<file path="src/rtl/stopwatch_pkg.sv">
// Shared constants for the stopwatch display path: active-low segment patterns
// ({g,f,e,d,c,b,a}) and the digit-slot indices used by the scanner.
package stopwatch_pkg;

  localparam logic [6:0] SEG_0     = 7'b1000000;
  localparam logic [6:0] SEG_1     = 7'b1111001;
  localparam logic [6:0] SEG_2     = 7'b0100100;
  localparam logic [6:0] SEG_3     = 7'b0110000;
  localparam logic [6:0] SEG_4     = 7'b0011001;
  localparam logic [6:0] SEG_5     = 7'b0010010;
  localparam logic [6:0] SEG_6     = 7'b0000010;
  localparam logic [6:0] SEG_7     = 7'b1111000;
  localparam logic [6:0] SEG_8     = 7'b0000000;
  localparam logic [6:0] SEG_9     = 7'b0010000;
  localparam logic [6:0] SEG_BLANK = 7'b1111111;

  localparam logic [3:0] AN_BLANK  = 4'b1111;

  // Slot order matches the anode numbering: slot n drives an[n].
  typedef enum logic [1:0] {
    DIG_SEC_ONES = 2'd0,
    DIG_SEC_TENS = 2'd1,
    DIG_MIN_ONES = 2'd2,
    DIG_MIN_TENS = 2'd3
  } digit_idx_e;

  // Width of a counter holding 0..div-1; never below one bit.
  function automatic int cnt_width(input int div);
    return (div > 1) ? $clog2(div) : 1;
  endfunction

endpackage

</file>
<file path="src/rtl/seg7_decode.sv">
// BCD to active-low seven-segment decoder; non-decimal codes 10-15 go dark.
module seg7_decode
  import stopwatch_pkg::*;
(
  input  logic [3:0] bcd,
  output logic [6:0] seg
);

  always_comb begin
    // NOTE: the default arm covers every unlisted code, so seg is always assigned and no latch is inferred.
    case (bcd)
      4'd0:    seg = SEG_0;
      4'd1:    seg = SEG_1;
      4'd2:    seg = SEG_2;
      4'd3:    seg = SEG_3;
      4'd4:    seg = SEG_4;
      4'd5:    seg = SEG_5;
      4'd6:    seg = SEG_6;
      4'd7:    seg = SEG_7;
      4'd8:    seg = SEG_8;
      4'd9:    seg = SEG_9;
      default: seg = SEG_BLANK;
    endcase
  end

endmodule

</file>
<file path="src/rtl/seven_seg_scan.sv">
// Four-digit multiplexed seven-segment driver for the stopwatch (MM.SS) with
// adjust-mode blinking of the selected digit pair; all outputs are registered.
module seven_seg_scan
  import stopwatch_pkg::*;
#(
  parameter int SCAN_DIV  = 100000,
  parameter int BLINK_DIV = 25000000
) (
  input  logic       clk,
  input  logic       RESET,
  input  logic [3:0] min_tens,
  input  logic [3:0] min_ones,
  input  logic [3:0] sec_tens,
  input  logic [3:0] sec_ones,
  input  logic       ADJ,
  input  logic       SEL,
  output logic [6:0] seg,
  output logic [3:0] an,
  output logic       dp
);

  localparam int SCAN_W  = cnt_width(SCAN_DIV);
  localparam int BLINK_W = cnt_width(BLINK_DIV);
  localparam logic [SCAN_W-1:0]  SCAN_MAX  = SCAN_W'(SCAN_DIV - 1);
  localparam logic [BLINK_W-1:0] BLINK_MAX = BLINK_W'(BLINK_DIV - 1);

  logic [SCAN_W-1:0]  scan_cnt;
  logic [BLINK_W-1:0] blink_cnt;
  logic               blink_phase;
  digit_idx_e         idx;

  logic [3:0] digit;
  logic [6:0] digit_seg;
  logic       blank;

  // Refresh counter and digit index.
  always_ff @(posedge clk or posedge RESET) begin
    // NOTE: sequential state uses non-blocking assignments so every register samples pre-edge values.
    if (RESET) begin
      scan_cnt <= '0;
      idx      <= DIG_SEC_ONES;
    end else if (scan_cnt == SCAN_MAX) begin
      scan_cnt <= '0;
      idx      <= digit_idx_e'(idx + 2'd1);
    end else begin
      scan_cnt <= scan_cnt + 1'b1;
    end
  end

  // Blink timebase runs only in adjust mode and restarts visible on entry.
  always_ff @(posedge clk or posedge RESET) begin
    if (RESET) begin
      blink_cnt   <= '0;
      blink_phase <= 1'b0;
    end else if (!ADJ) begin
      blink_cnt   <= '0;
      blink_phase <= 1'b0;
    end else if (blink_cnt == BLINK_MAX) begin
      blink_cnt   <= '0;
      blink_phase <= ~blink_phase;
    end else begin
      blink_cnt <= blink_cnt + 1'b1;
    end
  end

  always_comb begin
    digit = sec_ones;
    case (idx)
      DIG_SEC_ONES: digit = sec_ones;
      DIG_SEC_TENS: digit = sec_tens;
      DIG_MIN_ONES: digit = min_ones;
      DIG_MIN_TENS: digit = min_tens;
      default:      digit = sec_ones;
    endcase
  end

  seg7_decode u_decode (
    .bcd (digit),
    .seg (digit_seg)
  );

  // idx[1] is 0 for the seconds pair and 1 for the minutes pair; SEL=1 picks seconds.
  assign blank = ADJ && blink_phase && (idx[1] == ~SEL);

  // Output register: resets dark so the display never flashes a stale digit.
  always_ff @(posedge clk or posedge RESET) begin
    if (RESET) begin
      seg <= SEG_BLANK;
      an  <= AN_BLANK;
      dp  <= 1'b1;
    end else if (blank) begin
      seg <= SEG_BLANK;
      an  <= AN_BLANK;
      dp  <= 1'b1;
    end else begin
      seg <= digit_seg;
      an  <= ~(4'b0001 << idx);
      dp  <= (idx != DIG_MIN_ONES);
    end
  end

endmodule

</file>
<file path="config.mk">
export PLATFORM = sky130hd
export DESIGN_NAME = seven_seg_scan
export DESIGN_NICKNAME = d
export VERILOG_FILES = /design/src/rtl/stopwatch_pkg.sv /design/src/rtl/seg7_decode.sv /design/src/rtl/seven_seg_scan.sv
export SDC_FILE = /design/constraint.sdc
export NUM_CORES = 1
export LEC_CHECK = 0
export CELL_PAD_IN_SITES_DETAIL_PLACEMENT = 0
export CELL_PAD_IN_SITES_GLOBAL_PLACEMENT = 2
export CORE_ASPECT_RATIO = 0.8
export CORE_MARGIN = 1
export CORE_UTILIZATION = 45
export CTS_BUF_LIST = sky130_fd_sc_hd__clkbuf_8
export DETAILED_ROUTE_END_ITERATION = 6
export DONT_BUFFER_PORTS = 1
export GPL_TIMING_DRIVEN = 0
export PLACE_DENSITY = 0.91
export SETUP_SLACK_MARGIN = 0.3
export SYNTH_ARGS = -nofsm -noshare
export SYNTH_HDL_FRONTEND = slang
export SYNTH_HIERARCHICAL = 1
export SYNTH_SLANG_ARGS = --single-unit
</file>
<file path="constraint.sdc">
create_clock -name clk -period 5.59 [get_ports clk]
set_input_delay 1.677 -clock clk [delete_from_list [all_inputs] [get_ports clk]]
set_output_delay 1.677 -clock clk [all_outputs]
set_load 0.02 [all_outputs]
</file>
-- Word-level counts from Yosys, hierarchy flattened
Memories as Yosys holds them, arrays and structs flattened.
Cells that the tools add are included.
- bits in registers: 57
- bits in read-only memories: 112
- output and inout port bits: 12
- logic and storage cells: 35
- memories: 1
- add/subtract/negate cells: 3
- eq/ne operators: 8
- shifts and indexed selects: 1
- muxes and demuxes: 9
- bitwise operators: 3
- reductions and logical operators: 3
- memories (name ; words ; width ; rd ports ; clocked after Yosys merged registers in ; write ports ; line ; RTL):
    (no name shown) ; 16 ; 7 ; 1 ; 0 ; 0 ; seg7_decode.sv:11 ; case (bcd)
- operator list (kind ; count):
    2-to-1 mux 25 bit ; 2
    adder 25 x 1 -> 25 bit, second input constant ; 1
    equality test 25 bit, second input constant ; 1
    adder 17 x 1 -> 17 bit, second input constant ; 1
    equality test 17 bit, second input constant ; 1
    2-to-1 mux 17 bit ; 1
    one-hot mux 4 bit (4 select lines) ; 1
    2-to-1 mux 7 bit ; 1
    equality test 2 bit, second input constant ; 2
    2-to-1 mux 4 bit ; 1
    NOT 4 bit ; 1
    << shifter 1 x 2 -> 4 bit, first input constant ; 1
    2-to-1 mux 1 bit ; 3
    adder 2 x 1 -> 2 bit, second input constant ; 1
    equality test 2 x 1 -> 1 bit, second input constant ; 1
    logical AND 1 bit ; 2
    logical NOT 2 bit ; 1
    != test 2 x 1 -> 1 bit, second input constant ; 1
    != test 2 bit, second input constant ; 1
    NOT 1 bit ; 2
    equality test 1 bit ; 1

-- Longest topological paths before layout
Gate-level depths: netlist of the first run.
- depth in word-level cells: 4
- mapped depth: 10

-- Hierarchy
Netlist of the first run, hierarchy kept.
- by module, submodules not included (module ; instances ; cells each ; area each (µm²) ; sequential area each (µm²)):
    seven_seg_scan ; 1 ; 265 ; 2743.9 ; 1415.1
    seg7_decode ; 1 ; 31 ; 200.2 ; 0.0

-- Worst setup path after synthesis of the first run
Ideal clock, no wire load.
- path type: input to register
- start point: input min_ones[1]
- end point: register seg[3]
- library setup time: 0.088 ns
- arrival time: 2.962 ns
- data required time: 5.502 ns
- path slack: 2.541 ns
- cell stages on the path: 8
- path through: a222oi_1 > mux2i_1 > inv_1 > ha_1 > or2_1 > a21oi_1 > nor2_1 > nand2b_1
- cells in the longest elaborated chain, start to end: 3
- RTL lines (item ; line ; RTL):
    start, declared ; seven_seg_scan.sv:12 ; input logic [3:0] min_ones,
    one-hot mux 4 bit (4 select lines) ; seven_seg_scan.sv:68 ; case (idx)
    named net digit[1] ; seven_seg_scan.sv:32 ; logic [3:0] digit;
    memory read (16 x 7 bit) ; - ;
    named net digit_seg[3] ; seven_seg_scan.sv:33 ; logic [6:0] digit_seg;
    2-to-1 mux 7 bit ; seven_seg_scan.sv:91 ; end else if (blank) begin
    end signal, assigned ; seven_seg_scan.sv:96 ; seg <= digit_seg;
    end, declared ; seven_seg_scan.sv:17 ; output logic [6:0] seg,
The timed path passes the listed nets, and every way through them passes these cells.
A chain may end at the register's enable or synchronous reset.

-- Worst setup path after layout of the first run
Ends and elaborated chain as after synthesis.

==> results of run 1 <==
worst max-delay path: stages:
cell and delay, ns:
a222oi_1 0.07, mux2i_1 0.41, inv_1 0.18, ha_1 0.21
or2_1 0.21, a21oi_1 0.15, nor2_1 0.05, nand2b_1 0.14
state kept, by name, summed over array words and instances (netlist names):
register / cells
blink_cnt: 25
scan_cnt: 17
idx: 2
blink_phase: 1
an: 3
seg: 7
dp: 1
routing by layer:
layer  track usage (%)  up-vias  routed length (um)
met3              3.58        7                 122
li1                  -     1049                   -
met4              6.77        0                  74
met2              27.6       22                2440
met5                 0        -                   0
met1              25.6     1008                2930
worst paths after layout:
kind                                   from          end  slack (ns)  depth (start not counted)
worst max-delay path            min_ones[1]       seg[3]        2.70                          8
worst min-delay path            scan_cnt[0]  scan_cnt[0]        0.49                          1
worst max register to register       idx[1]       seg[3]        3.10                         10
worst min register to register  scan_cnt[0]  scan_cnt[0]        0.49                          1
max in group asynchronous             RESET  scan_cnt[6]        3.75                          2
min in group asynchronous             RESET       idx[0]        1.29                          1
kinds of logic (layout without fill, tap and decap cells):
family	Yosys count	after routing	synth area share, %
buffers and inverters	28	37	4.50
AOI/OAI and AO/OA	42	42	8.84
adders and majority gates	12	12	5.10
DFF	56	56	48.1
and+or+nand+nor	126	126	23.7
muxes	5	5	1.74
xor gates and xnor gates	27	27	8.03
cells in the mapped netlist (3+ instances only):
cell type and number:
o31ai_1 7, inv_1 17, nand4_1 7, nor3_1 8, ha_1 12, or3_1 7, buf_4 3, xor2_1 8
dfrtp_1 45, nand2b_1 9, a21oi_1 17, or4_1 10, nor2_1 30, nand2_1 24, xnor2_1 19, nand3_1 10
o21ai_0 10, dfstp_2 11, clkbuf_1 4, a222oi_1 4, mux2i_1 4
where the power goes:
group	switching, mW	leakage (nW)	internal [mW]
Sequential	0.00920	0.728	0.415
Clock	0.126	0.0500	0.0978
Combinational	0.0221	0.549	0.0119
Total	0.157	1.33	0.525
metrics by stage:
| stage | cell area [um2] | worst slack, ns | util, % | hold slack, ns |
|---|---|---|---|---|
| detailed placement | 3070 | 2.36 | 50.3 | 0.478 |
| global placement | 3050 | 1.88 | 49.9 | 0.475 |
| floorplan | 2940 | 2.54 | - | 0.450 |
| CTS | 3160 | 2.69 | 51.7 | 0.493 |
| global route | 3160 | 2.54 | 51.7 | 0.522 |
| finish | 3160 | 2.70 | 51.7 | 0.491 |
final cells by class:
type | instances | area (um2) | share of cell area, %
timing repair buffer | 1 | 20.0 | 0.634
tap | 81 | 101 | 3.21
clock inverter | 2 | 7.51 | 0.238
inverter | 17 | 63.8 | 2.02
sequential | 56 | 1420 | 44.8
buffer | 11 | 68.8 | 2.18
multi-input combinational | 212 | 1400 | 44.3
clock buffer | 6 | 82.6 | 2.62
==> out/qor.yml, run 1 <==
run_status:
  status: "complete, no violations"
grt:
  grt_max_degree: 32
  first_global_vias: 2024
  gr-total-overflow: 0
  antenna_found_initial: 0
  track_usage_pct: 18.0
  grt_pass1_wl_um: 9640
sta:
  rsz0062_at_grt: "false"
  fin_crit_ns: 2.89
  max_freq_mhz: 346
  hold_viol: 0
  skew_ns: 0.0112
  relSlewSlack_pct: 61.7
  fin_setup_tns_ns: 0
  setup_viol_count_final: 0
  finalCritPeriodShare_pct: 51.7
  slew_viol_final: 0
  tightest_slew_ns: 0.558
yosys:
  ys_seq_elements: 56
  yosysWarnings: 6
  ys_top_cells_by_area: "dfrtp_1, dfstp_2, xnor2_1"
  ys_types: 45
  async_reset_ff_share_pct: 100
  avgSynthCellArea_um2: 9.95
  syn-instance-count: 296
  synthFlopType: "dfrtp_1"
  synth.yosys.seq_area_share_pct: 48.1
  syn-num-nets: 328
  synth-edff-count: 0
  synth.largest_area_cell: "dfrtp_1"
  synth_top_area_share_pct: 38.2
  netlist_area_um2: 2940
cts:
  numCtsBuffers: 5
  cts-resized-gates: 0
  numClockSinks: 56
  h-tree-depth: 2
  post_cts_buffers: 0
  ctsHoldBuffers: 0
  path_clk_slew_ns: 0.09
  cts_tree: "done"
  clock_latency_ns: 0.31
  clockBufferDepth: 2
  root_buffer: "clkbuf_8"
floorplanning:
  initial_core_util_pct: 48.3
  rows: 25
  die_x_um: 92.4
  dieHeight_um: 74.3
  core_area_um2: 6100
  dieArea_um2: 6870
  io_pins: 32
critical_path:
  crit_fanout: 5
  path_class: "primary input to register"
  crit_path_start_kind: "primary input"
  arrival_ns: 3.11
  endpoint_kind: "register"
  cp_data_required_time_ns: 5.81
route:
  vias_per_cell: 5.40
  wire_per_inst_um: 14.4
  wl_um: 5560
  num_vias: 2086
  drt_drc_violations_left: 0
  ant_nets: 0
  firstDrtPassIters: 4
  dr.first_iter.drc_count: 129
placed_design:
  placed_cells: 378
  portBuffers: 0
  gp_congestion: 0.800
  hpwl_um: 3950
finish:
  syn2layout_area_growth_pct: 7.18
  drive_gt1_share_pct: 11.1
  final_cell_count_no_fill: 386
  mostFrequentLayoutCells: "dfrtp_1, nor2_1, nand2_1"
  n_fill_cell: 563
  n_antenna_cell: 0
  num-nets-final: 336
  final_common_cell: "dfrtp_1"
power:
  ir_worst_vdd_mv: 0.0884
  p_leak_nw: 1.33
  power_density_nw_per_um2: 216
  finalPower_mw: 0.682
min_path:
  hp-class: "register to register"
job:
  cap_violations: 0
No activity file was read; power rests on OpenSTA's default activity.
==> run 2, diff against run 1 <==
Settings changed: CORE_UTILIZATION 45 to 42, PLACE_DENSITY 0.91 to 0.86.
Clock period 5.59 ns to 2.7 ns, I/O delays scaled along.
==> run 2 against run 1 <==
Effect of this change:
- total power increased by 120%
- utilization decreased by 2.5 points
- non-clock buffer count increased by 4
- worst hold slack got worse by 0.061 ns
- global-route usage decreased by 1.3 points
- combinational power increased by 120%
- critical path type is now register to register
- highest routed layer unchanged
==> out/qor.yml, run 2 (same netlist as run 1, synthesis figures left out) <==
run_status:
  status: "complete, no violations"
critical_path:
  crit_path_start_kind: "register"
  cp_data_required_time_ns: 2.94
  path_class: "register to register"
  crit_fanout: 5
  reg2reg_depth: 9
  arrival_ns: 2.48
  endpoint_kind: "register"
route:
  vias_per_cell: 5.36
  drt_drc_violations_left: 0
  firstDrtPassIters: 4
  wire_per_inst_um: 14.0
  ant_nets: 0
  num_vias: 2108
  wl_um: 5490
  dr.first_iter.drc_count: 172
cts:
  numCtsBuffers: 5
  root_buffer: "clkbuf_8"
  cts_tree: "done"
  clock_latency_ns: 0.31
  numClockSinks: 56
  clockBufferDepth: 2
  path_clk_slew_ns: 0.10
  h-tree-depth: 2
  ctsHoldBuffers: 0
grt:
  gr-total-overflow: 0
  track_usage_pct: 16.7
  grt_max_degree: 33
  grt_pass1_wl_um: 9480
  first_global_vias: 1928
  antenna_found_initial: 0
floorplanning:
  initial_core_util_pct: 44.8
  rows: 26
  die_x_um: 95.6
  dieHeight_um: 76.9
  dieArea_um2: 7350
  io_pins: 32
  core_area_um2: 6570
finish:
  top_register: "blink_cnt"
  drive_gt1_share_pct: 14.6
  largest_reg_flops: 25
  final_common_cell: "dfrtp_1"
  syn2layout_area_growth_pct: 9.86
  num-nets-final: 340
  top_regs: "blink_cnt: 25 flops, scan_cnt: 17 flops, seg: 7 flops"
  final_util_pct: 49.2
  mostFrequentLayoutCells: "dfrtp_1, nor2_1, nand2_1"
  post-route-cell-area_um2: 3230
  n_antenna_cell: 0
sta:
  slew_viol_final: 0
  finalCritPeriodShare_pct: 83.0
  relSlewSlack_pct: 60.8
  setup_viol_count_final: 0
  rsz0062_at_grt: "true"
  max_freq_mhz: 446
  hold_ws_ns: 0.430
  hold_viol: 0
  skew_ns: 0.00976
  fin_crit_ns: 2.24
  setup_ws_ns: 0.460
  fin_setup_tns_ns: 0
  tightest_slew_ns: 0.588
power:
  power_density_nw_per_um2: 466
  ir_worst_vdd_mv: 0.246
  p_leak_nw: 1.34
job:
  cap_violations: 0
placed_design:
  place_area_um2: 3070
  portBuffers: 0
  gp_congestion: 0.751
  hpwl_um: 3950
  place_ws_ns: 0.170
min_path:
  hp-class: "primary input to async pin"
[run 2: cell count changes in the layout (fill, tap and decap cells not counted)]
cell / change
mux2i_1: -3
ha_2: +1
clkbuf_8: -1
bufinv_16: +1
clkbuf_1: -1
inv_2: +1
buf_4: +4
ha_1: -1
mux2i_2: +2
clkbuf_2: +1
clkinv_1: -1
inv_6: +1
mux2i_4: +1
inv_1: -1
[run 2: power breakdown]
part	switching, mW	total [mW]	leakage (nW)	internal [mW]
sequential	0.0186	0.878	0.728	0.859
clock	0.276	0.553	0.0599	0.277
combinational	0.0471	0.0751	0.555	0.0279
total	0.342	1.51	1.34	1.16
[run 2: layer usage]
metal | vias up | track usage, % | share of wire (%)
met5 | - | 0 | 0
met4 | 0 | 5.82 | 1.4
met3 | 7 | 3.87 | 4.0
met2 | 53 | 23.1 | 43
met1 | 989 | 25.2 | 51
li1 | 1059 | - | -
[run 2: timing repair]
| action | in CTS | in global routing |
|---|---|---|
| setup endpoints to repair | 2 | 7 |
| pin swaps | 0 | 2 |
| gates resized for setup | 2 | 6 |
| setup buffers | 0 | 4 |
[run 2: cell type report]
type	count	area, um2
Fill cell	639	3340
Sequential cell	56	1420
Multi-Input combinational cell	212	1420
Clock buffer	5	68.8
Timing Repair Buffer	5	50.0
Clock inverter	3	42.5
Tap cell	84	105
Buffer	11	70.1
Inverter	17	63.8
[run 2: final timing paths]
path	from	to	slack (ns)
hold / removal	RESET	scan_cnt[3]	0.43
setup reg to reg	idx[0]	seg[3]	0.46
setup / recovery	idx[0]	seg[3]	0.46
max in group asynchronous	RESET	seg[0]	1.63
min in group clk	scan_cnt[0]	scan_cnt[0]	0.49
hold reg to reg	scan_cnt[0]	scan_cnt[0]	0.49
[run 2: stage by stage]
stage / power, mW / cells
after CTS: 1.53 / 389
after floorplan: 0.947 / 296
after global routing: 1.57 / 393
final: 1.51 / 393
after detailed placement: 0.967 / 381
after global placement: 0.963 / 380
[run 2: worst max-delay path, stage by stage (launching register included)]
cell and delay (ns):
dfrtp_1 0.36, inv_1 0.09, ha_1 0.27, a222oi_1 0.47
mux2i_2 0.19, ha_1 0.23, or2_1 0.22, a21oi_1 0.15
nor2_1 0.04, nand2b_1 0.14
==> run 3, diff against run 2 <==
Clock period 2.7 ns to 2.25 ns, I/O delays scaled along.
==> run 3 against run 2 <==
Effect of this change:
- total power rose by 17%
- final cell count is 4.1% higher
- clock power is 3% higher
- fmax increased by 4.0%
- highest routed layer unchanged
- final area is 14% higher
- setup slack worse by 0.36 ns
- critical path type unchanged
- combinational power increased by 72%
- first-iteration DRC count fell by 59%
- count of clock-buffer cells in the layout up 1
- global-route usage grew 0.66 points
- die area did not move
==> out/qor.yml, run 3 (same netlist as run 1, synthesis figures left out) <==
finish:
  post-route-cell-area_um2: 3670
  num-nets-final: 356
  final_common_cell: "dfrtp_1"
  drive_gt1_share_pct: 35.7
  n_fill_cell: 581
  top_regs: "blink_cnt: 25 flops, scan_cnt: 17 flops, seg: 7 flops"
  mostFrequentLayoutCells: "dfrtp_1, nand2_1, xnor2_1"
  syn2layout_area_growth_pct: 24.7
  top_register: "blink_cnt"
  largest_reg_flops: 25
  n_antenna_cell: 0
cts:
  ctsHoldBuffers: 0
  numClockSinks: 56
  cts_tree: "done"
  h-tree-depth: 2
  clock_latency_ns: 0.30
  numCtsBuffers: 5
  root_buffer: "clkbuf_8"
  path_clk_slew_ns: 0.10
  clockBufferDepth: 2
sta:
  rsz0062_at_grt: "true"
  slew_viol_final: 0
  finalCritPeriodShare_pct: 95.7
  tightest_slew_ns: 0.546
  setup_viol_count_final: 0
  skew_ns: 0.00453
  max_freq_mhz: 464
  hold_viol: 0
  setup_ws_ns: 0.0966
  fin_crit_ns: 2.15
  relSlewSlack_pct: 63.5
grt:
  grt_pass1_wl_um: 10100
  grt.busiest_layer: "met2"
  grt_max_degree: 57
  use_met2_pct: 27.4
  met1_usage_pct: 24.2
  antenna_found_initial: 0
  first_global_vias: 2166
  use_met3_pct: 3.87
  gr-total-overflow: 0
  track_usage_pct: 17.3
route:
  dr.first_iter.drc_count: 71
  ant_nets: 0
  vias_per_cell: 5.43
  firstDrtPassIters: 5
  num_vias: 2222
  drt_drc_violations_left: 0
  wire_per_inst_um: 14.8
  wl_um: 6040
critical_path:
  cp_data_required_time_ns: 2.44
  crit_fanout: 6
  crit_path_start_kind: "register"
  path_class: "register to register"
  cp_slowest_cell: "or4_4"
  endpoint_kind: "register"
  critical_path.max_stage_delay_ns: 0.58
  cp_cell_sequence: "or4b_1 > or4_4 > o21ai_4 > buf_6 > a21oi_2"
  arrival_ns: 2.34
floorplanning:
  dieArea_um2: 7350
  core_area_um2: 6570
  io_pins: 32
  dieHeight_um: 76.9
  die_x_um: 95.6
  rows: 26
  initial_core_util_pct: 44.8
placed_design:
  gp_congestion: 0.735
  place_ws_ns: -0.0136
  portBuffers: 0
  place_area_um2: 3090
  hpwl_um: 3750
run_status:
  status: "complete, no violations"
job:
  cap_violations: 0
power:
  power_density_nw_per_um2: 478
  p_leak_nw: 1.43
  ir_worst_vdd_mv: 0.320
min_path:
  hp-class: "primary input to async pin"
[run 3: final timing paths]
kind | start | slack (ns) | endpoint | depth (start not counted)
hold / removal | RESET | 0.28 | blink_cnt[17] | 1
setup reg to reg | blink_cnt[10] | 0.1 | blink_cnt[21] | 5
min in group clk | ADJ | 0.49 | blink_cnt[2] | 1
setup / recovery | blink_cnt[10] | 0.1 | blink_cnt[21] | 5
hold reg to reg | scan_cnt[0] | 0.49 | scan_cnt[0] | 1
max in group asynchronous | RESET | 1.43 | blink_cnt[4] | 2
[run 3: per-stage QoR]
stage	utilization, %	hold slack, ns	TNS [ns]	total power, mW	cells
2_1_floorplan	-	0.450	0	1.14	296
3_3_place_gp	47.0	0.471	0	1.16	380
3_5_place_dp	47.0	0.473	-0.0136	1.16	380
4_1_cts	50.9	0.484	0	1.74	398
5_1_grt	55.9	0.305	-0.00544	1.83	409
6_report	55.9	0.281	0	1.75	409
[run 3: timing repair]
action	4_1_cts	5_1_grt
setup buffers	9	9
resized for setup	26	64
cloned	1	1
pin swaps	10	25
setup endpoints to repair	30	42
[run 3: power by group]
| group | switching (mW) | internal [mW] |
|---|---|---|
| combinational | 0.0758 | 0.0535 |
| clock | 0.321 | 0.247 |
| sequential | 0.0261 | 1.03 |
[run 3: area by class of cell]
class	instances	area [um2]	share of cell area (%)
clock buffers	6	82.6	2.25
plain buffers	11	92.6	2.52
well taps	84	105	2.86
multi-input cells	212	1690	46.0
flip-flops and latches	56	1420	38.7
repair buffers	21	200	5.45
clock inverters	2	11.3	0.307
inverters	17	67.6	1.84
[run 3: critical path: cells and delay by family, from the launching register on]
kind / cells / cell delay [ns]
and+or+nand+nor: 2 / 1.11
DFF: 1 / 0.40
buffers and inverters: 1 / 0.20
AOI/OAI and AO/OA: 2 / 0.34
[run 3: layer usage]
| layer | up-vias | share of wire [%] |
|---|---|---|
| met3 | 2 | 2.8 |
| met5 | - | 0 |
| met2 | 37 | 47 |
| met1 | 1095 | 50 |
| met4 | 0 | 0.23 |
| li1 | 1088 | - |
